### config.mk
export PLATFORM = sky130hd
export DESIGN_NAME = amem_wr_arbiter
export DESIGN_NICKNAME = d
export VERILOG_FILES = /design/src/rtl/amem_wr_arbiter.sv
export SDC_FILE = /design/constraint.sdc
export NUM_CORES = 1
export LEC_CHECK = 0
export BUFFER_PORTS_ARGS = -buffer_cell sky130_fd_sc_hd__buf_2
export CAP_MARGIN = 30
export CORE_UTILIZATION = 30
export CTS_CLUSTER_DIAMETER = 100
export CTS_CLUSTER_SIZE = 40
export DETAILED_ROUTE_END_ITERATION = 10
export SLEW_MARGIN = 10
export SYNTH_ARGS = -nofsm -noshare
export SYNTH_HDL_FRONTEND = slang
export SYNTH_SLANG_ARGS = --single-unit
### constraint.sdc
create_clock -name clk -period 2.6 [get_ports clk]
set_clock_uncertainty 0.15 [all_clocks]
set_input_delay 0.26 -clock clk [delete_from_list [all_inputs] [get_ports clk]]
set_output_delay 0.26 -clock clk [all_outputs]
set_load 0.05 [all_outputs]
### src/rtl/amem_wr_arbiter.sv
// amem_wr_arbiter: round-robin write-port arbiter and burst sequencer for the
// asymmetric envelope/waveform memory. Serialises requester bursts onto the
// single wide write port, auto-increments the address, and reports completion
// only after the memory's write pipeline has committed the final word.
module amem_wr_arbiter #(
    parameter int NREQ       = 2,
    parameter int ADDRWIDTHA = 8,
    parameter int DATAWIDTHA = 16,
    parameter int LENWIDTH   = 8,
    parameter int WR_LAT     = 2
) (
    input  logic                         clk,
    input  logic                         rstn,
    input  logic [NREQ-1:0]              cmd_valid,
    output logic [NREQ-1:0]              cmd_ready,
    input  logic [NREQ*ADDRWIDTHA-1:0]   cmd_addr,
    input  logic [NREQ*LENWIDTH-1:0]     cmd_len,
    input  logic [NREQ-1:0]              d_valid,
    output logic [NREQ-1:0]              d_ready,
    input  logic [NREQ*DATAWIDTHA-1:0]   d_data,
    output logic [NREQ-1:0]              done,
    output logic                         busy,
    output logic                         weA,
    output logic [ADDRWIDTHA-1:0]        addrA,
    output logic [DATAWIDTHA-1:0]        diA
);

    localparam int GW  = (NREQ > 1) ? $clog2(NREQ) : 1;
    localparam int DCW = (WR_LAT > 0) ? $clog2(WR_LAT + 1) : 1;

    localparam logic [1:0] IDLE  = 2'd0;
    localparam logic [1:0] BURST = 2'd1;
    localparam logic [1:0] DRAIN = 2'd2;

    logic [1:0]            state;
    logic                  armed;
    logic [GW-1:0]         rrPtr;
    logic [GW-1:0]         gnt;
    logic [GW-1:0]         arbGnt;
    logic                  arbHit;
    logic [ADDRWIDTHA-1:0] curAddr;
    logic [LENWIDTH-1:0]   remain;
    logic [DCW-1:0]        drainCnt;
    logic                  cmdFire;
    logic                  dataFire;

    logic [ADDRWIDTHA-1:0] reqAddr [NREQ];
    logic [LENWIDTH-1:0]   reqLen  [NREQ];
    logic [DATAWIDTHA-1:0] reqData [NREQ];

    // Requester index k positions after base, wrapping at NREQ (NREQ need not be a power of two).
    function automatic logic [GW-1:0] rrIndex(input logic [GW-1:0] base, input int k);
        return GW'((int'(base) + k) % NREQ);
    endfunction

    // Unpack the flat per-requester buses into arrays indexed by requester.
    always_comb begin
        for (int i = 0; i < NREQ; i++) begin
            reqAddr[i] = cmd_addr[i*ADDRWIDTHA +: ADDRWIDTHA];
            reqLen[i]  = cmd_len[i*LENWIDTH +: LENWIDTH];
            reqData[i] = d_data[i*DATAWIDTHA +: DATAWIDTHA];
        end
    end

    // Round-robin search: first valid command starting just after the last grant.
    always_comb begin
        arbGnt = '0;
        arbHit = 1'b0;
        for (int k = 1; k <= NREQ; k++) begin
            if (!arbHit && cmd_valid[rrIndex(rrPtr, k)]) begin
                arbGnt = rrIndex(rrPtr, k);
                arbHit = 1'b1;
            end
        end
    end

    // Handshake readies; both held low until the block is armed after reset.
    always_comb begin
        cmd_ready = '0;
        d_ready   = '0;
        if (armed && (state == IDLE) && arbHit) begin
            cmd_ready[arbGnt] = 1'b1;
        end
        if (armed && (state == BURST)) begin
            d_ready[gnt] = 1'b1;
        end
    end

    assign cmdFire  = |(cmd_valid & cmd_ready);
    assign dataFire = |(d_valid & d_ready);

    // Arm one edge after reset release so no handshake can land in that first cycle.
    always_ff @(posedge clk or negedge rstn) begin
        if (!rstn) begin
            armed <= 1'b0;
        end else begin
            armed <= 1'b1;
        end
    end

    // Burst sequencer: accept command, count words, then wait out the memory write pipeline.
    always_ff @(posedge clk or negedge rstn) begin
        if (!rstn) begin
            state    <= IDLE;
            rrPtr    <= GW'(NREQ - 1);
            gnt      <= '0;
            curAddr  <= '0;
            remain   <= '0;
            drainCnt <= '0;
            busy     <= 1'b0;
            done     <= '0;
        end else begin
            done <= '0;
            case (state)
                IDLE: begin
                    if (cmdFire) begin
                        gnt     <= arbGnt;
                        rrPtr   <= arbGnt;
                        curAddr <= reqAddr[arbGnt];
                        remain  <= reqLen[arbGnt];
                        busy    <= 1'b1;
                        state   <= BURST;
                    end
                end
                BURST: begin
                    if (dataFire) begin
                        // Address wraps naturally from all-ones to zero.
                        curAddr <= curAddr + 1'b1;
                        if (remain == '0) begin
                            drainCnt <= DCW'(WR_LAT);
                            state    <= DRAIN;
                        end else begin
                            remain <= remain - 1'b1;
                        end
                    end
                end
                DRAIN: begin
                    if (drainCnt == '0) begin
                        done[gnt] <= 1'b1;
                        busy      <= 1'b0;
                        state     <= IDLE;
                    end else begin
                        drainCnt <= drainCnt - 1'b1;
                    end
                end
                default: begin
                    state <= IDLE;
                end
            endcase
        end
    end

    // Registered memory write port; address and data hold their last value between writes.
    always_ff @(posedge clk or negedge rstn) begin
        if (!rstn) begin
            weA   <= 1'b0;
            addrA <= '0;
            diA   <= '0;
        end else begin
            weA <= dataFire;
            if (dataFire) begin
                addrA <= curAddr;
                diA   <= reqData[gnt];
            end
        end
    end

endmodule
# --- After elaboration in Yosys (flattened, before gate mapping) ---
# Cells that the tools add are included.
totals:
  output_inout_bits: 32
  regBits: 51
  wordCells: 100
  input_bits: 70
op_classes:
  n_mux: 42
  magnitude_cmp: 8
  addsub: 5
  reduce_logical: 21
  eq_ne: 8
  bitwise: 4
ops:
  columns: ["cell", "n"]
  rows:
  - ["$mux W8", 11]
  - ["$mux W16", 3]
  - ["$pmux W8 S2", 2]
  - ["$mux W2", 9]
  - ["$mux W1", 12]
  - ["$reduce_and A4 Y1", 3]
  - ["$ne A2 B2 Y1 const B", 5]
  - ["$add A8 B1 Y8 const B", 1]
  - ["$logic_not A8 Y1", 1]
  - ["$lt A1 B2 Y1 const B", 4]
  - ["$sub A8 B1 Y8 const B", 1]
  - ["$logic_and A1 B1 Y1", 6]
  - ["$pmux W2 S3", 1]
  - ["$reduce_and A3 Y1", 2]
  - ["$reduce_bool A2 Y1", 3]
  - ["$and A2 B2 Y2", 2]
  - ["$ge A2 B2 Y1 const B", 2]
  - ["$logic_not A2 Y1", 2]
  - ["$not A1 Y2", 2]
  - ["$pmux W2 S2", 1]
  - ["$reduce_or A2 Y1", 2]
  - ["$add A1 B1 Y1 const B", 2]
  - ["$demux W1 S1", 2]
  - ["$eq A2 B1 Y1 const B", 1]
  - ["7 further kinds", 8]

# --- Depth between registers and ports, before layout ---
logic_depth:
  depth_word: 16
  mapped_depth: 7
  mapped_depth_nobuf: 6

# --- Worst setup path before layout ---
# No wires, ideal clock.
synth_path:
  kind: "reg-to-output"
  from: "register state[0]"
  to: "output cmd_ready[0]"
  path_buffers: 0
  setup_slack_ps: 659
  stages_incl_launch_ff: 4
  t_required_ps: 2190
  arrival_ps: 1531
  path_cell_list: "dfrtp_1 > nor3b_2 > nand2_1 > nor2_1"
synth_between:
  elab_chain_cells: 4
synth_lines:
  columns: ["item", "line_no", "source"]
  rows:
  - ["from (decl)", "35", "logic [1:0] state;"]
  - ["from (signal assigned)", "104", "state <= IDLE;"]
  - ["from (signal assigned)", "122", "state <= BURST;"]
  - ["from (signal assigned)", "131", "state <= DRAIN;"]
  - ["$logic_not A2 Y1", "81", "if (armed && (state == IDLE) && arbHit) begin"]
  - ["$logic_and A1 B1 Y1 (2 in series)", "81", null]
  - ["$mux W2", "81", null]
  - ["to (decl)", "15", "output logic [NREQ-1:0] cmd_ready,"]
# No other way between the ends.

# --- Worst setup path after layout ---
layout_path:
  from: "register gnt"
  to: "register curAddr[3]"
layout_between:
  elab_chain_cells: 9
  elab_cells_between_ends: 10
  classes_between: "2 x order compare; 1 x eq/ne; 3 x mux; 1 x bitwise; 3 x reduce/logical"
layout_lines:
  columns: ["item", "line_no", "source"]
  rows:
  - ["from (decl)", "38", "logic [GW-1:0] gnt;"]
  - ["from (signal assigned)", "117", "gnt <= arbGnt;"]
  - ["$lt A1 B2 Y1 (implied by the code) / $ge A1 B1 Y1 (equally long branches)", "85", "d_ready[gnt] = 1'b1;"]
  - ["$logic_and A1 B1 Y1 (implied by the code)", "85", null]
  - ["$mux W1 (implied by the code)", "85", null]
  - ["$demux W1 S1 *", "85", null]
  - ["$mux W2 *", "84", "if (armed && (state == BURST)) begin"]
  - ["$and A2 B2 Y2 *", "90", "assign dataFire = |(d_valid & d_ready);"]
  - ["$reduce_or A2 Y1 *", "90", null]
  - ["$ne A2 B2 Y1 (no source line) *", null, null]
  - ["$reduce_and A3 Y1 (no source line) *", null, null]
  - ["to (signal assigned)", "119", "curAddr <= reqAddr[arbGnt];"]
  - ["to (signal assigned)", "128", "curAddr <= curAddr + 1'b1;"]
  - ["to (decl)", "41", "logic [ADDRWIDTHA-1:0] curAddr;"]
# Mark *: on every way between the ends. The rest lies on a longest branch, timed or not.
# A chain may end at the register's enable or synchronous reset.

==> insert_results.sql <==
INSERT INTO impl_metrics (metric_group, metric, value, unit) VALUES
('sta', 'holdWs', '0.0922', 'ns'),
('run_status', 'outcome', 'finished clean', ''),
('cts', 'clock_tree.root_cell', 'clkbuf_8', ''),
('synth', 'netlist.area_leader.share', '45.7', '%'),
('sta', 'finalMaxSlewViolations', '0', ''),
('setup_path', 'worstSetupEndpointType', 'register', ''),
('setup_path', 'worstPathCellList', 'mux2i_1 -> buf_4 -> o2bb2ai_1 -> o21ai_0 -> a22o_1', ''),
('drt', 'total_vias_in_the_final_route', '2418', ''),
('min_path', 'hold_start', 'd_data[10]', ''),
('synth', 'synth-seq-area-share', '46.7', '%'),
('setup_path', 'critPathBufInv', '1', ''),
('synth', 'multiplexer_area_fraction_after_synthesis', '11.9', '%'),
('sta', 'slew_headroom', '35.6', '%'),
('place', 'portBuffers', '101', ''),
('synth', 'syn_area', '2740', 'um2'),
('min_path', 'hold-path-cell-count', '3', ''),
('power', 'cellPowerDensity', '1160', 'nW/um2'),
('grt', 'antenna_found_initial', '0', ''),
('cts', 'htree_num_levels', '2', ''),
('synth', 'synth_area_per_cell', '9.80', 'um2'),
('sta', 'final_min_period_over_clock_period', '86.8', '%'),
('synth', 'syn_nets', '353', ''),
('sta', 'finalSetupTns', '0', 'ns'),
('setup_path', 'path_class', 'register to register', ''),
('setup_path', 'path_delay_family', 'compound AO/OA/AOI/OAI gates', ''),
('drt', 'dr_wl_cell', '14.0', 'um'),
('sta', 'finalHoldViolations', '0', ''),
('cts', 'cts_setup_buffers', '0', ''),
('floorplanning', 'dieHeight', '97.5', 'um'),
('synth', 'synth.ff_latch_count', '51', ''),
('drt', 'ant_nets', '0', ''),
('min_path', 'hold-path-endpoint', 'diA[10]', ''),
('synth', 'synth-xor-area-share', '0', '%'),
('setup_path', 'critPathMaxFanout', '14', ''),
('setup_path', 'cp_num_cells', '5', ''),
('floorplanning', 'die_x', '97.5', 'um'),
('setup_path', 'launch_instance_of_the_worst_register_to_register_path', 'gnt', ''),
('min_path', 'holdCritPathClass', 'primary input to register', ''),
('grt', 'grt_pass1_vias', '2353', ''),
('finish', 'ratio_of_cells_with_drive_above_1_in_the_final_layout', '35.5', '%'),
('drt', 'drt-total-wl', '6.84', 'mm'),
('sta', 'finalSetupViolations', '0', ''),
('cts', 'cts_num_sinks', '51', ''),
('grt', 'grt_start_max_net_pins', '52', ''),
('drt', 'post_detailed_route_via_to_cell_ratio', '4.95', ''),
('setup_path', 'crit_required', '2.65', 'ns'),
('floorplanning', 'fp-row-count', '34', ''),
('power', 'worst_ir_drop_vdd', '0.360', 'mV'),
('synth', 'yosys.area_share.simple', '17.3', '%'),
('floorplanning', 'initial_core_util', '31.2', '%'),
('cts', 'clkLatencyLatePin', '0.31', 'ns'),
('finish', 'layout_common_cells', 'buf_2, dfrtp_1, nand2_1, o21ai_0, mux2i_1', ''),
('drt', 'drc_errors', '0', ''),
('synth', 'ys_top_cells_by_area', 'dfrtp_1, mux2i_1, nand2_1, o21ai_0, a22o_1', ''),
('cts', 'cts-root-to-sink-buffers', '2', ''),
('synth', 'synth-compound-area-share', '17.4', '%'),
('synth', 'yosysWarnings', '0', ''),
('cts', 'numCtsBuffers', '5', ''),
('sta', 'min_period', '2.26', 'ns'),
('sta', 'fmax', '443', 'MHz'),
('floorplanning', 'core-area', '8760', 'um2'),
('floorplanning', 'design.portCount', '102', ''),
('finish', 'nFillCells', '902', ''),
('place', 'final_hpwl_dp', '4.99', 'mm'),
('place', 'postPlaceCellArea', '3350', 'um2'),
('synth', 'synth_top_flop_cell', 'dfrtp_1', ''),
('finish', 'area_growth_syn_to_layout', '26.4', '%'),
('setup_path', 'r2r_cells', '5', ''),
('finish', 'n_antenna_cell', '0', ''),
('power', 'p_leak', '1.74', 'nW'),
('floorplanning', 'floorplan.die_area', '9500', 'um2');
-- sequential cells by signal, indices dropped and copies added (netlist names), 2 cells and up --
register  cells
addrA         8
curAddr       8
diA          16
done          2
drainCnt      2
remain        8
state         2
-- worst min-delay path: cells and delay by family --
kind            cells  cell delay, ns
compound gates      1            0.13
buf+inv             1            0.07
mux                 1            0.05
-- per-layer routing --
metal  GRT usage [%]  up-vias  share of wire [%]
li1                -     1191                  -
met1            18.5     1159                 45
met2            24.4       64                 49
met3            3.38        4                5.2
met4            4.30        0               0.82
met5               0        -                  0
-- what timing repair did --
action | CTS | global route
hold endpoints to repair | 50 | 0
hold buffers | 1 | 0
setup endpoints to repair | 0 | 0
gates resized for setup | 0 | 0
-- logic make-up (layout without fill, tap and decap cells) --
family | after synthesis | after routing
and+or+nand+nor | 95 | 95
buffers and inverters | 25 | 126
AOI/OAI and AO/OA | 71 | 71
muxes | 32 | 32
other | 1 | 1
DFF | 51 | 51
adders and majority gates | 4 | 4
-- worst max path at each step --
stage | from | end | slack (ns)
finish | gnt | curAddr[3] | 0.34
global route | gnt | addrA[7] | 0.10
CTS | gnt | addrA[7] | 0.31
detailed placement | gnt | addrA[7] | 0.32
global placement | remain[0] | remain[1] | 0.40
floorplan | state[0] | cmd_ready[0] | 0.66
-- cell usage after synthesis, drive strengths merged (2+ instances only) --
library cell / instances
a21oi: 5
dfrtp: 50
and2: 2
buf: 12
nor2: 12
mux2: 5
o21ai: 31
clkbuf: 4
a22o: 7
ha: 4
a211oi: 6
o22a: 3
o22ai: 6
o2bb2ai: 2
or2: 3
nand3: 4
a21o: 3
nand2: 49
inv: 8
mux2i: 27
and2b: 2
nand3b: 2
nor3b: 3
and3: 4
nor3: 7
-- layout make-up --
class	instances	area (um2)	area share [%]
Timing Repair Buffer	110	576	16.6
Sequential cell	51	1280	36.9
Clock buffer	6	72.6	2.10
Inverter	9	33.8	0.977
Tap cell	108	135	3.91
Multi-Input combinational cell	203	1330	38.6
Clock inverter	1	30.0	0.868
-- report_power, final --
group	internal, mW	total (mW)	switching (mW)
clock network	0.282	0.541	0.259
registers	1.13	1.39	0.263
logic	0.653	2.07	1.42
-- metrics by stage --
stage               util [%]  std cells  power (mW)  setup slack (ns)
finish                  39.5        488        4.00             0.344
global route            39.5        488        4.27             0.103
CTS                     39.5        488        4.05             0.306
detailed placement      38.2        480        3.50             0.325
global placement        38.2        480        3.45             0.396
floorplan                  -        279        2.97             0.659
Power figures use the tool's default switching activity.
